File: config.mk
export PLATFORM = sky130hd
export DESIGN_NAME = perspective_divide
export DESIGN_NICKNAME = d
export VERILOG_FILES = /design/src/rtl/perspective_divide_pkg.sv /design/src/rtl/fixed_recip.sv /design/src/rtl/perspective_divide.sv
export SDC_FILE = /design/constraint.sdc
export NUM_CORES = 2
export LEC_CHECK = 0
export CORE_MARGIN = 2
export CORE_UTILIZATION = 46
export CTS_CLUSTER_DIAMETER = 50
export DETAILED_ROUTE_END_ITERATION = 6
export GPL_TIMING_DRIVEN = 0
export PLACE_DENSITY = 0.68
export SYNTH_ARGS = -nofsm -noshare
export SYNTH_HDL_FRONTEND = slang
export SYNTH_SLANG_ARGS = --single-unit
File: constraint.sdc
create_clock -name clk -period 16.7 [get_ports clk]
set_input_delay 2.505 -clock clk [delete_from_list [all_inputs] [get_ports clk]]
set_output_delay 2.505 -clock clk [all_outputs]
set_load 0.02 [all_outputs]
File: src/rtl/perspective_divide_pkg.sv
// Shared fixed-point helpers and FSM encoding for the perspective divide block.
// Helpers are width-parameterised so overridden DATAWIDTH/FRACBITS stay consistent.
package perspective_divide_pkg;

  localparam int PD_DATAWIDTH = 18;
  localparam int PD_FRACBITS  = 12;

  typedef enum logic [1:0] {
    IDLE   = 2'd0,
    DIVIDE = 2'd1,
    SCALE  = 2'd2,
    OUTPUT = 2'd3
  } pd_state_e;

  // ONE = 2^fb in a word with fb fractional bits
  function automatic longint fx_one(input int fb);
    return longint'(1) << fb;
  endfunction

  function automatic longint fx_max(input int dw);
    return (longint'(1) << (dw - 1)) - 1;
  endfunction

  function automatic longint fx_min(input int dw);
    return -(longint'(1) << (dw - 1));
  endfunction

endpackage

File: src/rtl/fixed_recip.sv
// Iterative restoring divider: floor(2^(2*FRACBITS) / divisor), one quotient bit per cycle.
// start loads the operands; done marks the edge that retires the last of DIVBITS steps.
module fixed_recip
  import perspective_divide_pkg::*;
#(
  parameter int DATAWIDTH = PD_DATAWIDTH,
  parameter int FRACBITS  = PD_FRACBITS
) (
  input  logic                 clk,
  input  logic                 rst,
  input  logic                 start,
  input  logic [DATAWIDTH-1:0] divisor,
  output logic                 done,
  output logic [DATAWIDTH-1:0] recip,
  output logic                 sat
);

  localparam int DIVBITS = 2 * FRACBITS + 1;
  localparam int CW      = $clog2(DIVBITS);
  localparam logic [DIVBITS-1:0] DIVIDEND  = DIVBITS'(fx_one(FRACBITS) * fx_one(FRACBITS));
  localparam logic [DIVBITS-1:0] RECIP_MAX = DIVBITS'(fx_max(DATAWIDTH));

  logic                 busy_q, busy_d;
  logic [CW-1:0]        cnt_q, cnt_d;
  logic [DATAWIDTH-1:0] div_q, div_d;
  logic [DATAWIDTH-1:0] rem_q, rem_d;
  logic [DIVBITS-1:0]   num_q, num_d;
  logic [DIVBITS-1:0]   quo_q, quo_d;
  logic [DATAWIDTH:0]   rem_sh, trial;

  always_comb begin
    busy_d = busy_q;
    cnt_d  = cnt_q;
    div_d  = div_q;
    rem_d  = rem_q;
    num_d  = num_q;
    quo_d  = quo_q;
    done   = 1'b0;
    rem_sh = {rem_q, num_q[DIVBITS-1]};
    // divisor < 2^(DATAWIDTH-1), so the top bit of trial is a clean borrow flag
    trial  = rem_sh - {1'b0, div_q};
    if (start) begin
      busy_d = 1'b1;
      cnt_d  = '0;
      div_d  = divisor;
      rem_d  = '0;
      num_d  = DIVIDEND;
      quo_d  = '0;
    end else if (busy_q) begin
      num_d = num_q << 1;
      if (!trial[DATAWIDTH]) begin
        rem_d = trial[DATAWIDTH-1:0];
        quo_d = {quo_q[DIVBITS-2:0], 1'b1};
      end else begin
        rem_d = rem_sh[DATAWIDTH-1:0];
        quo_d = {quo_q[DIVBITS-2:0], 1'b0};
      end
      cnt_d = cnt_q + 1'b1;
      if (cnt_q == CW'(DIVBITS - 1)) begin
        busy_d = 1'b0;
        done   = 1'b1;
      end
    end
  end

  always_ff @(posedge clk) begin
    if (rst) begin
      busy_q <= 1'b0;
      cnt_q  <= '0;
      div_q  <= '0;
      rem_q  <= '0;
      num_q  <= '0;
      quo_q  <= '0;
    end else begin
      busy_q <= busy_d;
      cnt_q  <= cnt_d;
      div_q  <= div_d;
      rem_q  <= rem_d;
      num_q  <= num_d;
      quo_q  <= quo_d;
    end
  end

  assign sat   = (quo_q > RECIP_MAX);
  assign recip = sat ? RECIP_MAX[DATAWIDTH-1:0] : quo_q[DATAWIDTH-1:0];

endmodule

File: src/rtl/perspective_divide.sv
// Perspective divide: (x,y,z)/w via an iterative reciprocal then one scaling multiply.
// One vector in flight; o_ready only in IDLE, result held in OUTPUT until i_ready.
module perspective_divide
  import perspective_divide_pkg::*;
#(
  parameter int DATAWIDTH = PD_DATAWIDTH,
  parameter int FRACBITS  = PD_FRACBITS
) (
  input  logic                        clk,
  input  logic                        rst,
  input  logic signed [DATAWIDTH-1:0] i_v [4],
  input  logic                        i_dv,
  output logic                        o_ready,
  output logic signed [DATAWIDTH-1:0] o_ndc [3],
  output logic                        o_clip,
  output logic                        o_sat,
  output logic                        o_dv,
  input  logic                        i_ready
);

  localparam logic signed [2*DATAWIDTH-1:0] LANE_MAX = (2*DATAWIDTH)'(fx_max(DATAWIDTH));
  localparam logic signed [2*DATAWIDTH-1:0] LANE_MIN = (2*DATAWIDTH)'(fx_min(DATAWIDTH));
  localparam logic signed [DATAWIDTH-1:0]   OUT_MAX  = DATAWIDTH'(fx_max(DATAWIDTH));
  localparam logic signed [DATAWIDTH-1:0]   OUT_MIN  = DATAWIDTH'(fx_min(DATAWIDTH));

  pd_state_e                  state_q, state_d;
  logic signed [DATAWIDTH-1:0] v_q [3];
  logic signed [DATAWIDTH-1:0] v_d [3];
  logic signed [DATAWIDTH-1:0] ndc_q [3];
  logic signed [DATAWIDTH-1:0] ndc_d [3];
  logic                        clip_q, clip_d;
  logic                        sat_q, sat_d;

  logic                        div_start, div_done, recip_sat;
  logic [DATAWIDTH-1:0]        recip;
  logic signed [DATAWIDTH-1:0] lane [3];
  logic                        lane_sat;
  logic signed [2*DATAWIDTH-1:0] coord_ext, recip_ext, prod, shifted;

  // w is held inside the divider, so only x/y/z are captured here
  fixed_recip #(
    .DATAWIDTH(DATAWIDTH),
    .FRACBITS (FRACBITS)
  ) u_recip (
    .clk    (clk),
    .rst    (rst),
    .start  (div_start),
    .divisor(i_v[3]),
    .done   (div_done),
    .recip  (recip),
    .sat    (recip_sat)
  );

  always_comb begin
    lane_sat  = 1'b0;
    coord_ext = '0;
    recip_ext = {{DATAWIDTH{1'b0}}, recip};
    prod      = '0;
    shifted   = '0;
    lane      = '{default: '0};
    for (int i = 0; i < 3; i++) begin
      coord_ext = v_q[i];
      prod      = coord_ext * recip_ext;
      shifted   = prod >>> FRACBITS;
      if (shifted > LANE_MAX) begin
        lane[i]  = OUT_MAX;
        lane_sat = 1'b1;
      end else if (shifted < LANE_MIN) begin
        lane[i]  = OUT_MIN;
        lane_sat = 1'b1;
      end else begin
        lane[i] = shifted[DATAWIDTH-1:0];
      end
    end
  end

  always_comb begin
    state_d   = state_q;
    v_d       = v_q;
    ndc_d     = ndc_q;
    clip_d    = clip_q;
    sat_d     = sat_q;
    div_start = 1'b0;
    o_ready   = (state_q == IDLE) && !rst;
    o_dv      = (state_q == OUTPUT);
    case (state_q)
      IDLE: begin
        if (o_ready && i_dv) begin
          for (int i = 0; i < 3; i++) v_d[i] = i_v[i];
          if (i_v[3] > 0) begin
            state_d   = DIVIDE;
            div_start = 1'b1;
          end else begin
            state_d = OUTPUT;
            ndc_d   = '{default: '0};
            clip_d  = 1'b1;
            sat_d   = 1'b0;
          end
        end
      end
      DIVIDE: if (div_done) state_d = SCALE;
      SCALE: begin
        ndc_d   = lane;
        clip_d  = 1'b0;
        sat_d   = recip_sat | lane_sat;
        state_d = OUTPUT;
      end
      OUTPUT: if (i_ready) state_d = IDLE;
      default: state_d = IDLE;
    endcase
  end

  always_ff @(posedge clk) begin
    if (rst) begin
      state_q <= IDLE;
      v_q     <= '{default: '0};
      ndc_q   <= '{default: '0};
      clip_q  <= 1'b0;
      sat_q   <= 1'b0;
    end else begin
      state_q <= state_d;
      v_q     <= v_d;
      ndc_q   <= ndc_d;
      clip_q  <= clip_d;
      sat_q   <= sat_d;
    end
  end

  assign o_ndc  = ndc_q;
  assign o_clip = clip_q;
  assign o_sat  = sat_q;

endmodule
==> metrics <==
status complete, but fails checks; failing checks DRC; HP Class reg -> reg; Via density 5.35; post-DP HPWL 95.5 mm; Starting Density 0.465; crit path kind reg -> reg; Final Hold Viols 0; FP Rows 106; Synth Register Bits 180; Overflow after GRT 0; Gate Count Post-Synth 4479; Hold-fix buffers, CTS 0; largest net degree at the start of global routing 22; Post-synth ARST share 0; # placed instances 5796; most common cell after layout, fill and taps aside inv_1; post-CTS resize count 0; crit path time final 10.55 ns; WL/cell 20.0 um; critical path data arrival time 10.97 ns; first-pass GRT wire length 183 mm; die height 295 um; mapped cell area 0.0390 sq mm; # DRC 2; fin crit share 0.632; Ys Warns 0; crit start category flop; Filler cells 7985; Clock transition at path regs 0.09 ns; most frequent CP cell fa_1; CTS root buf clkbuf_16; drt pass-1 iters 7; Fmax achieved 0.0948 GHz; CP Capture Type flop; number of synthesized flops with an enable pin 0; via count 31200; Setup TNS 0 ns; GRT Total Usage 0.279; clk_lat worst skew 0.54 ns; # IOs 134; Pins Over Slew Limit 0; RSZ-0062 raised after global routing no; crit-path max cell delay 0.90 ns; 1st-iter DRT viols 2487; area growth from synthesis to layout 9.20%; static leakage 20.6 nW; die area 0.0871 sq mm; total of max-cap violations 0; peak supply drop 0.0969 mV; Post-Route WL 117 mm; Antenna Nets Post-Route 0; mean post-synth cell area 8.71 sq um; Yosys cell types 71; Post-synth top flop dfxtp_1; worst r2r path cells 29; sequential cell area fraction in the yosys report 0.0924; htree depth 4; initial antenna violation count 6; Setup Buffers After CTS 0; final setup fails 0; Final Skew 0.0293 ns; core area 0.0838 sq mm; GP Congestion 0.960; nets@finish 5917; share of layout cells above drive strength 1 0.0134; TritonCTS buffer count 17; final std cells w/o fill 5834; critical path peak fanout 12; Slowest-stage cell, CP clkbuf_1; PD cells 52.0 mW/mm^2; slew margin rel. 0.141; clock sink total 180; WP data required 17.12 ns; most frequent cells in the layout inv_1 (983), fa_1 (766), nand2_1 (661), ha_1 (394), and2_1 (367); cell count of the worst hold path 2; worst hold margin 0.459 ns; vias in the first global route 32300; number of buffers added on ports 133; Clock Tree Buf Depth 2; die width 295 um; worst slew pin tran 1.29 ns; CTS tree yes
-- where the power goes --
group          internal (mW)  leakage (nW)  switching, mW
logic                  0.461          18.9          0.741
clock network          0.204         0.292          0.248
registers              0.479          1.46         0.0828
-- routing by layer --
layer	vias to the layer above	GRT usage	share of wire
met5	-	0.00554	0.00082
met4	6	0.146	0.059
met3	376	0.0702	0.11
met2	1541	0.438	0.45
met1	15400	0.357	0.38
li1	13900	-	-
-- worst max-delay path, delay by kind of cell, from the launching register on --
family                   cells  cell delay [ns]
AND/OR/NAND/NOR              6             1.61
AO/OA/AOI/OAI                6             2.30
flip-flops                   1             0.40
XOR/XNOR                     1             0.23
adder cells (fa/ha/maj)      7             3.27
buffers and inverters        9             2.60
-- registers in the layout, indices dropped and copies added (netlist names) --
signal and cells:
v_q 36, u_recip.div_q 18, u_recip.num_q 1, u_recip.rem_q 18, o_ndc 54, state_q 2
u_recip.quo_q 25, o_sat 1, o_clip 1, u_recip.busy_q 1, u_recip.cnt_q 5, coord_ext 18
-- area by class of cell --
type	count	area (sq um)	share of cell area
clock inverter	15	191	0.00450
tap	1134	1420	0.0333
clock buffer	17	425	0.00999
multi-input combinational	3127	31000	0.727
inverter	983	3690	0.0866
buffer	238	922	0.0217
sequential	180	3600	0.0846
antenna	6	15.0	0.000353
timing repair buffer	134	1350	0.0316
-- through the flow --
stage | setup WS [ns] | cell area [sq um] | power (mW) | utilization
after floorplan | 8.80 | 39200 | 1.35 | -
after global placement | 6.48 | 41900 | 1.74 | 0.500
after detailed placement | 6.40 | 42000 | 1.75 | 0.500
after CTS | 6.34 | 42600 | 2.21 | 0.508
after global routing | 5.82 | 42600 | 2.38 | 0.508
final | 6.15 | 42600 | 2.22 | 0.508
-- synthesized netlist by cell type (all sizes together), types with 47 or more instances --
| master | instances | area share |
|---|---|---|
| ha | 394 | 0.13 |
| a221o | 47 | 0.012 |
| and2 | 367 | 0.059 |
| fa | 766 | 0.39 |
| dfxtp | 180 | 0.092 |
| a21oi | 103 | 0.013 |
| clkbuf | 211 | 0.020 |
| inv | 983 | 0.095 |
| xnor2 | 65 | 0.015 |
| nand2b | 63 | 0.010 |
| o21ai | 99 | 0.013 |
| nor2 | 136 | 0.013 |
| nand2 | 661 | 0.064 |
-- kinds of logic after synthesis --
| family | after synthesis | share of synthesized area |
|---|---|---|
| buffers and inverters | 1221 | 0.118 |
| multiplexers | 39 | 0.0100 |
| AND/OR/NAND/NOR | 1401 | 0.173 |
| AO/OA/AOI/OAI | 385 | 0.0662 |
| other | 2 | 0.000193 |
| XOR/XNOR | 91 | 0.0204 |
| adder cells (fa/ha/maj) | 1160 | 0.520 |
| flip-flops | 180 | 0.0924 |
-- final timing paths --
check	startpoint	endpoint	slack, ns
worst max-delay path	u_recip.quo_q[17]	o_ndc[19]	6.15
worst min-delay path	u_recip.div_q[5]	u_recip.div_q[5]	0.46
worst max register to register	u_recip.quo_q[17]	o_ndc[19]	6.15
worst min register to register	u_recip.div_q[5]	u_recip.div_q[5]	0.46
Note: power is estimated with default switching activity, not from simulation.
